File: src/rtl/mem_port_arbiter.sv
// mem_port_arbiter: shares one memory port between instruction fetch and the data path.
// Data has priority; a bounded streak counter keeps fetch from starving.
`default_nettype none

module mem_port_arbiter #(
  parameter int ADDR_W         = 32,
  parameter int DATA_W         = 32,
  parameter int MAX_DATA_BURST = 4
) (
  input  logic              clk,
  input  logic              RESET,
  input  logic              if_req_i,
  input  logic [ADDR_W-1:0] if_addr_i,
  output logic              if_gnt_o,
  output logic              if_rvalid_o,
  output logic [DATA_W-1:0] if_rdata_o,
  input  logic              d_req_i,
  input  logic              d_we_i,
  input  logic [ADDR_W-1:0] d_addr_i,
  input  logic [DATA_W-1:0] d_wdata_i,
  output logic              d_gnt_o,
  output logic              d_rvalid_o,
  output logic [DATA_W-1:0] d_rdata_o,
  output logic              mem_en_o,
  output logic              mem_we_o,
  output logic [ADDR_W-1:0] mem_addr_o,
  output logic [DATA_W-1:0] mem_wdata_o,
  input  logic [DATA_W-1:0] mem_rdata_i,
  output logic              stall_o
);

  localparam int CNT_W = $clog2(MAX_DATA_BURST + 1);
  localparam logic [CNT_W-1:0] STREAK_MAX = CNT_W'(MAX_DATA_BURST);

  typedef enum logic [1:0] {
    IDLE    = 2'd0,
    IF_RESP = 2'd1,
    D_RESP  = 2'd2
  } state_t;

  state_t           state;
  logic [CNT_W-1:0] streak;
  logic             fetch_wins;

  // Fetch beats data only when data is idle or the data streak has hit its bound.
  assign fetch_wins = if_req_i && (!d_req_i || (streak == STREAK_MAX));
  assign if_gnt_o   = !RESET && fetch_wins;
  assign d_gnt_o    = !RESET && d_req_i && !fetch_wins;
  assign stall_o    = !RESET && if_req_i && !if_gnt_o;

  assign mem_en_o    = if_gnt_o || d_gnt_o;
  assign mem_we_o    = d_gnt_o && d_we_i;
  assign mem_addr_o  = if_gnt_o ? if_addr_i : (d_gnt_o ? d_addr_i : '0);
  assign mem_wdata_o = d_gnt_o ? d_wdata_i : '0;

  assign if_rvalid_o = (state == IF_RESP);
  assign d_rvalid_o  = (state == D_RESP);
  assign if_rdata_o  = RESET ? '0 : mem_rdata_i;
  assign d_rdata_o   = RESET ? '0 : mem_rdata_i;

  // The state names the owner of the read issued on the previous cycle.
  always_ff @(posedge clk or posedge RESET) begin
    if (RESET) begin
      state  <= IDLE;
      streak <= '0;
    end else begin
      if (if_gnt_o)
        state <= IF_RESP;
      else if (d_gnt_o && !d_we_i)
        state <= D_RESP;
      else
        state <= IDLE;

      if (if_gnt_o || !if_req_i)
        streak <= '0;
      else if (d_gnt_o && (streak != STREAK_MAX))
        streak <= streak + 1'b1;
    end
  end

endmodule

`default_nettype wire

File: config.mk
export PLATFORM = sky130hd
export DESIGN_NAME = mem_port_arbiter
export DESIGN_NICKNAME = d
export VERILOG_FILES = /design/src/rtl/mem_port_arbiter.sv
export SDC_FILE = /design/constraint.sdc
export NUM_CORES = 1
export LEC_CHECK = 0
export CORE_AREA = 5 5 101 103
export CTS_CLUSTER_SIZE = 16
export DETAILED_ROUTE_END_ITERATION = 8
export DIE_AREA = 0 0 106 108
export DONT_BUFFER_PORTS = 1
export HOLD_SLACK_MARGIN = 0.12
export PLACE_DENSITY = 0.34
export SLEW_MARGIN = 20
export SYNTH_ARGS = -nofsm -noshare
export SYNTH_HDL_FRONTEND = slang
export SYNTH_SLANG_ARGS = --single-unit
File: constraint.sdc
create_clock -name clk -period 1.7 [get_ports clk]
set_input_delay 0.255 -clock clk [delete_from_list [all_inputs] [get_ports clk]]
set_output_delay 0.255 -clock clk [all_outputs]
set_load 0.005 [all_outputs]
---- Yosys cells after proc, flatten, opt, wreduce, memory -nomap -nowiden ----
Index checks and enable logic that the tools add are counted.
word-level totals
  flip-flop bits (word level) ............. 5
  input bits .............................. 133
  output and inout port bits .............. 135
  logic and storage cells ................. 34
operators by class
  add/subtract/negate cells ............... 1
  equal/unequal tests ..................... 4
  multiplexer cells ....................... 8
  reduce and logical (&&, ||, !) cells .... 19
operators with widths
  operator                                             count
  2-to-1 mux 32 bit                                    4
  logical AND 1 bit                                    9
  logical NOT 1 bit                                    6
  2-to-1 mux 3 bit                                     2
  2-to-1 mux 2 bit                                     2
  adder 3 x 1 -> 3 bit, second input constant          1
  equality test 3 bit, second input constant           1
  logical OR 1 bit                                     3
  != test 3 bit, second input constant                 1
  equality test 2 x 1 -> 1 bit, second input constant  1
  equality test 2 bit, second input constant           1
  nonzero test 2 bit                                   1

---- Longest topological paths before layout ----
Gate-level depths: netlist (run 1).
  depth after elaboration ................. 8
  gate-level depth with buffers ........... 7

---- Worst setup path before layout (run 1) ----
Ideal clock, no wire load.
  path kind ............................... reg2out
  from .................................... reg streak[0]
  to ...................................... out mem_addr_o[23]
  data arrival time ....................... 1.313 ns
  setup slack ............................. 0.132 ns
  cell stages (with the launch flop) ...... 8
  buffers on the path ..................... 2
  cell sequence ........................... dfrtp_1 inv_1 ha_1 nand3_4 and2_4 buf_6 buf_6 a22o_1
between the ends
  word-level cells in the longest chain between the ends .. 7
RTL lines
  what                            line  source
  start, declared                 42    logic [CNT_W-1:0] streak;
  start signal, assigned          77    streak <= streak + 1'b1;
  equality test 3 bit             46    assign fetch_wins = if_req_i && (!d_req_i || (streak == STREAK_MAX));
  logical OR 1 bit                46
  logical AND 1 bit               46
  logical NOT 1 bit               48    assign d_gnt_o = !RESET && d_req_i && !fetch_wins;
  logical AND 1 bit               48
  named net d_gnt_o               21    output logic d_gnt_o,
  2-to-1 mux 32 bit (2 in a row)  53    assign mem_addr_o = if_gnt_o ? if_addr_i : (d_gnt_o ? d_addr_i : '0);
  end, declared                   26    output logic [ADDR_W-1:0] mem_addr_o,
The timed path passes the listed nets, and every way through them passes these cells.

---- Final worst setup path (run 1) ----
  from .................................... reg streak[1]
  to ...................................... out mem_addr_o[31]
between the ends
  word-level cells in the longest chain between the ends .. 7
RTL lines
  what                     line
  equality test 3 bit (*)  46
  logical OR 1 bit (*)     46
  logical AND 1 bit (*)    46
  logical NOT 1 bit        48
  logical AND 1 bit        48
  2-to-1 mux 32 bit        53
  2-to-1 mux 32 bit (*)    53
Every way passes the cells marked *; elsewhere a longest branch is shown, timed or not.

==> results of run 1 <==
stage by stage:
stage          setup TNS, ns  util, %  hold slack [ns]  std cells  setup slack, ns
2_1_floorplan              0        -            0.321        175            0.132
3_3_place_gp               0     12.6           0.0755        240           0.0882
3_5_place_dp               0     12.6           0.0736        240           0.0688
4_1_cts                -1.63     14.7            0.181        253          -0.0595
5_1_grt                -3.56     15.3            0.209        257           -0.130
6_report               -1.11     15.3            0.189        257          -0.0529
worst max-delay path: stages (launching register included):
cell     delay (ns)
dfrtp_1        0.38
inv_2          0.07
ha_4           0.16
nand2_4        0.06
a21oi_4        0.17
buf_4          0.14
buf_12         0.12
a22o_1         0.18
cells in the mapped netlist:
cell type and n:
ha_1 2, nand2_1 1, a22o_1 32, and2b_1 1
o21ai_0 2, nor2_1 2, nor2b_1 35, a32o_1 1
nand3_1 3, xnor2_1 1, nand2b_1 1, nand3_4 1
and2_4 1, buf_4 35, buf_6 4, dfrtp_1 5
inv_1 4, and3_1 33, clkbuf_1 10, a21oi_2 1
power groups by stage:
stage               sequential, mW  clock, mW  combinational, mW
floorplan                    0.127          0              0.245
global placement             0.127          0              0.207
detailed placement           0.127          0              0.204
CTS                          0.126      0.224              0.240
global route                 0.126      0.233              0.270
finish                       0.126      0.215              0.243
state kept, by name, summed over array words and instances (netlist names):
register and cells:
streak 3, state 2
final timing paths:
| path | from | endpoint | cells past startpoint |
|---|---|---|---|
| worst max-delay path | streak[1]$_DFFE_PP0P_ | mem_addr_o[31] | 7 |
| worst min-delay path | if_req_i | streak[2]$_DFFE_PP0P_ | 2 |
| worst max register to register | streak[1]$_DFFE_PP0P_ | streak[1]$_DFFE_PP0P_ | 7 |
| worst min register to register | streak[0]$_DFFE_PP0P_ | streak[0]$_DFFE_PP0P_ | 2 |
| max in group asynchronous | RESET | streak[1]$_DFFE_PP0P_ | 2 |
| min in group asynchronous | RESET | streak[2]$_DFFE_PP0P_ | 2 |
kinds of logic (layout without fill, tap and decap cells):
kind of cell	after synthesis	count (layout)
AO/OA/AOI/OAI	36	36
AND/OR/NAND/NOR	78	78
XOR/XNOR	1	1
buffers and inverters	53	23
other	0	1
flip-flops	5	5
adder cells (fa/ha/maj)	2	2
timing repair:
action | 4_1_cts | 5_1_grt
hold buffers | 2 | 0
setup endpoints to repair | 52 | 48
cloned | 2 | 1
pin swaps | 7 | 14
buffers inserted | 5 | 2
resized for setup | 10 | 2
endpoints found under the hold margin | 6 | 0
layout make-up:
| cell class | count | share of cell area [%] |
|---|---|---|
| Clock buffer | 4 | 3.23 |
| Timing Repair Buffer | 15 | 14.0 |
| Sequential cell | 5 | 8.98 |
| Inverter | 4 | 1.08 |
| Tap cell | 111 | 9.97 |
| Antenna cell | 1 | 0.180 |
| Multi-Input combinational cell | 117 | 62.5 |
layer usage:
| metal | global-route usage (%) | part of all wire, % | up-vias |
|---|---|---|---|
| met2 | 14.3 | 54 | 153 |
| met1 | 6.76 | 29 | 555 |
| met4 | 2.50 | 2.4 | 0 |
| met3 | 3.70 | 14 | 6 |
| li1 | - | - | 522 |
| met5 | 0 | 0 | - |
==> summary.txt, run 1 <==
Status
  • Status: finished with violations
  • Failing checks: negative setup slack

Synthesis
  • Register area share after synthesis: 9.48%
  • Synth area leader: a22o_1
  • Post-synth cell types: 20
  • Post-Synth Adder-Cell Area: 1.90%
  • Yosys reg bits: 5
  • Synth Area per Inst: 7.54 µm²
  • Yosys warning count: 0
  • Synth area leaders: a22o_1, buf_4, nor2b_1, and3_1, dfrtp_1
  • Largest family of logic cells by synthesized area: simple AND/OR/NAND/NOR gates
  • Post-Synth Simple-Gate Area: 37.3%
  • Syn Nets: 310
  • Syn Inst Count: 175
  • Post-Synth XOR/XNOR Area: 0.664%
  • Post-Syn Area: 1320 µm²
  • Top cell type's share of synthesized area: a little over a fifth
  • Area fraction in compound gates after synthesis: 23.4%
  • Post-synthesis mux area share: 0%

Routing
  • Antenna Violating Nets Remaining: 0
  • Drt wl/cell: 21.3 µm
  • DR iter-0 viols: 25
  • Total Wirelength: 5480 µm
  • DR vias: 1236
  • Via density per instance: 4.81
  • Final routed DRC violation total: 0
  • TritonRoute pass-1 iters: 4

Finish
  • Nets@finish: 281
  • Multi-input gate area: 871 µm²
  • Sequential Area: around 130 µm²
  • Final Cell Area: 1390 µm²
  • Filler instances: 1026
  • Share of cells above drive strength 1: 16.6%
  • Layout area overhead: 5.50%
  • Most frequent cells in the layout: nor2b_1, and3_1, a22o_1
  • Commonest non-fill, non-tap cell in the layout: nor2b_1

Pwr
  • Overall Power: 584 µW
  • Sequential share of power: 21.5%
  • Gate power share: 41.6%
  • Share of power burned in the clock network: about 37%
  • Psw: 188 µW
  • P_int: 396 µW
  • Switching Share: 32.2%
  • Leak: 0.648 nW
  • Cell area power density: 420 nW/µm²
  • Worst vdd ir: between 0.00015 and 0.0002 V

Floorplanning
  • Core Area: just over 9000 µm²
  • Die area: around 11000 µm²
  • Die width: between 100 and 150 µm
  • Initial Util: between 10 and 15%
  • Io pins: 268
  • Rows: 35
  • Chip height: 108 µm

Min path
  • Hold Path Class: in2reg

Worst setup path
  • Worst setup path class: reg2out
  • CP Max Fanout: 10
  • Reg2Reg Setup Slack: ~0.36 ns
  • Startpoint Class: register
  • Type of destination of the critical path: output pin
  • WP data required: between 1 and 1.5 ns
  • Critical path data arrival time: around 1.5 ns

STA
  • RSZ-0062 raised after global routing: yes
  • Clock Skew: 0.000484 ns
  • Slew Limit Fails: 0
  • Period minus WS final: 1.75 ns
  • Worst-margin pin slew: about 0.34 ns
  • Peak Freq: around 0.57 GHz
  • Fin. Hold Viols: 0
  • Number of setup violations in the final report: 32
  • Period utilisation layout: 103%
  • Worst Slack Setup Final: -0.0529 ns
  • Worst slew margin: 77.3%

Placement
  • Final HPWL DP: 4290 µm
  • Post-DP Area: 1150 µm²
  • Port bufs: 0
  • GP Congestion: around 0.66

Clocking
  • CTS H-tree lvls: 1
  • CTS root buffer: clkbuf_8
  • CTS Buf Count: 3
  • Clock Sinks: 5
  • TritonCTS clock tree: built
  • Clock Path Buffers: 2
  • Clock Latency Late Sink: 0.22 ns
  • Worst-path clk slew: about 0.03 ns

Global routing
  • Initial antenna violation count: 1
  • Vias in the first global route: 1240
  • Gr ovfl total: 0
  • First-pass GRT wire length: 6660 µm
  • Largest net degree at the start of global routing: 40
  • Aggregate global-route resource usage: 7.41%

Flow run
  • Max Cap Violations: 0
Note: power is estimated with default switching activity, not from simulation.
==> inputs of run 2 (changes only) <==
--- a/config.mk
+++ b/config.mk
@@ -10,9 +10,9 @@
 export DETAILED_ROUTE_END_ITERATION = 8
 export DIE_AREA = 0 0 106 108
 export DONT_BUFFER_PORTS = 1
+export GPL_TIMING_DRIVEN = 0
 export HOLD_SLACK_MARGIN = 0.12
 export PLACE_DENSITY = 0.34
-export SLEW_MARGIN = 20
 export SYNTH_ARGS = -nofsm -noshare
 export SYNTH_HDL_FRONTEND = slang
 export SYNTH_SLANG_ARGS = --single-unit
==> summary.txt, run 2 (synthesis results as in run 1) <==
Clocking
  • CTS Buf Count: 3
  • Clock Latency Late Sink: 0.22 ns
  • Clock Sinks: 5
  • CTS H-tree lvls: 1
  • TritonCTS clock tree: built
  • Clock Path Buffers: 2
  • CTS root buffer: clkbuf_8
  • Worst-path clk slew: 0.03 ns

Worst setup path
  • Type of destination of the critical path: output pin
  • Startpoint Class: register
  • Worst setup path class: reg2out
  • Worst reg2reg path depth: 6
  • Critical path data arrival time: 1.52 ns
  • CP Max Fanout: 6
  • WP data required: 1.44 ns

Routing
  • DR vias: 1406
  • TritonRoute pass-1 iters: 3
  • Via density per instance: 4.61
  • Final routed DRC violation total: 0
  • Drt wl/cell: between 20 and 25 µm
  • Total Wirelength: slightly above 6000 µm
  • Antenna Violating Nets Remaining: 0
  • DR iter-0 viols: 33

Global routing
  • Initial antenna violation count: 0
  • Vias in the first global route: 1494
  • Largest net degree at the start of global routing: 11
  • First-pass GRT wire length: 7770 µm
  • Aggregate global-route resource usage: 8.51%
  • Gr ovfl total: 0

STA
  • Clock Skew: ~0.0003 ns
  • RSZ-0062 raised after global routing: yes
  • Fin. Hold Viols: 0
  • Worst-margin pin slew: ~0.39 ns
  • Number of setup violations in the final report: 32
  • Slew Limit Fails: 0
  • Setup TNS: -1.59 ns
  • Peak Freq: 0.564 GHz
  • Period minus WS final: around 1.8 ns
  • Worst slew margin: 74.2%
  • Period utilisation layout: 104%
  • Worst Slack Setup Final: -0.0721 ns

Floorplanning
  • Chip height: 108 µm
  • Die area: between 10000 and 15000 µm²
  • Core Area: 9110 µm²
  • Io pins: 268
  • Die width: 106 µm
  • Rows: 35
  • Initial Util: 14.5%

Status
  • Status: finished with violations
  • Failing checks: negative setup slack

Finish
  • Commonest non-fill, non-tap cell in the layout: buf_4
  • Antenna Cells: 0
  • Final Cell Area: approximately 1900 µm²
  • Biggest regs: streak x3, state x2
  • Layout area overhead: 45.1%
  • Sequential Area: 125 µm²
  • Multi-input gate area: about 1000 µm²
  • Filler instances: 1007
  • Largest register FFs: 3
  • Share of cells above drive strength 1: 52.1%
  • Top reg by flops: streak
  • Most frequent cells in the layout: buf_4, nor2b_1, and3_4, a22o_1
  • Final Util: 21.0%
  • Nets@finish: 330

Pwr
  • Cell area power density: between 300 and 400 nW/µm²
  • Overall Power: 683 µW
  • Share of power burned in the clock network: a little under a third
  • Leak: 0.849 nW
  • Gate power share: 50.2%
  • P_int: ~470 µW
  • Sequential share of power: 18.5%
  • Psw: between 200 and 250 µW
  • Worst vdd ir: 0.000166 V
  • Switching Share: 31.5%

Placement
  • Port bufs: 0
  • Final HPWL DP: about 5200 µm
  • Dpl ws: -0.111 ns
  • GP Congestion: 0.632
  • Post-DP Area: 1460 µm²

Min path
  • WHS Path Cells: 2
  • Hold Path Class: in2reg

Flow run
  • Max Cap Violations: 0
-- run 2: cell types whose count changed in the layout (fill, tap and decap cells not counted), moves of 3 or more --
cell | previous run | this run
clkbuf_1 | 1 | 5
buf_8 | 0 | 6
clkbuf_2 | 0 | 3
buf_6 | 2 | 6
and3_1 | 33 | 2
and3_4 | 0 | 31
buf_4 | 7 | 41
-- run 2: worst paths after layout --
path	start	end	slack, ns
hold reg to reg	streak[0]$_DFFE_PP0P_	streak[0]$_DFFE_PP0P_	0.64
min in group asynchronous	RESET	state[0]$_DFF_PP0_	0.30
hold / removal	if_req_i	streak[2]$_DFFE_PP0P_	0.19
setup / recovery	streak[0]$_DFFE_PP0P_	mem_addr_o[14]	-0.07
max in group asynchronous	RESET	state[1]$_DFF_PP0_	1.23
setup reg to reg	streak[1]$_DFFE_PP0P_	state[1]$_DFF_PP0_	0.38
-- run 2: cell type report --
type | instances | area share (%)
Multi-Input combinational cell | 117 | 53.3
Buffer | 48 | 20.2
Clock buffer | 4 | 2.35
Tap cell | 111 | 7.25
Sequential cell | 5 | 6.53
Timing Repair Buffer | 16 | 9.60
Inverter | 4 | 0.784
-- run 2: stage by stage --
stage	hold slack, ns	cells
2_1_floorplan	0.321	175
3_3_place_gp	0.322	286
3_5_place_dp	0.323	286
4_1_cts	0.191	302
5_1_grt	0.201	305
6_report	0.194	305
-- run 2: critical path: stages, from the launching register on --
cell and delay (ns):
dfrtp_1 0.38, inv_2 0.06, ha_4 0.17, nand2_2 0.08, a21oi_4 0.06, buf_12 0.13, buf_4 0.15, a22o_4 0.26
-- run 2: repair_timing --
action,4_1_cts,5_1_grt
pin swaps,16,25
endpoints found under the hold margin,1,0
gates cloned,5,1
hold buffers,1,0
resized for setup,53,14
setup buffers,7,2
setup endpoints to repair,64,88
-- run 2: layer usage --
metal	up-vias	track usage (%)	part of all wire, %
li1	626	-	-
met5	-	0	0
met4	0	0.833	0.44
met3	2	2.93	12
met1	630	8.13	32
met2	148	17.9	56
-- run 2: power groups by stage --
stage / sequential [mW] / clock [mW] / combinational (mW)
after floorplan: 0.127 / 0 / 0.245
after global placement: 0.128 / 0 / 0.298
after detailed placement: 0.127 / 0 / 0.295
after CTS: 0.126 / 0.221 / 0.345
after global routing: 0.127 / 0.228 / 0.373
final: 0.126 / 0.213 / 0.343
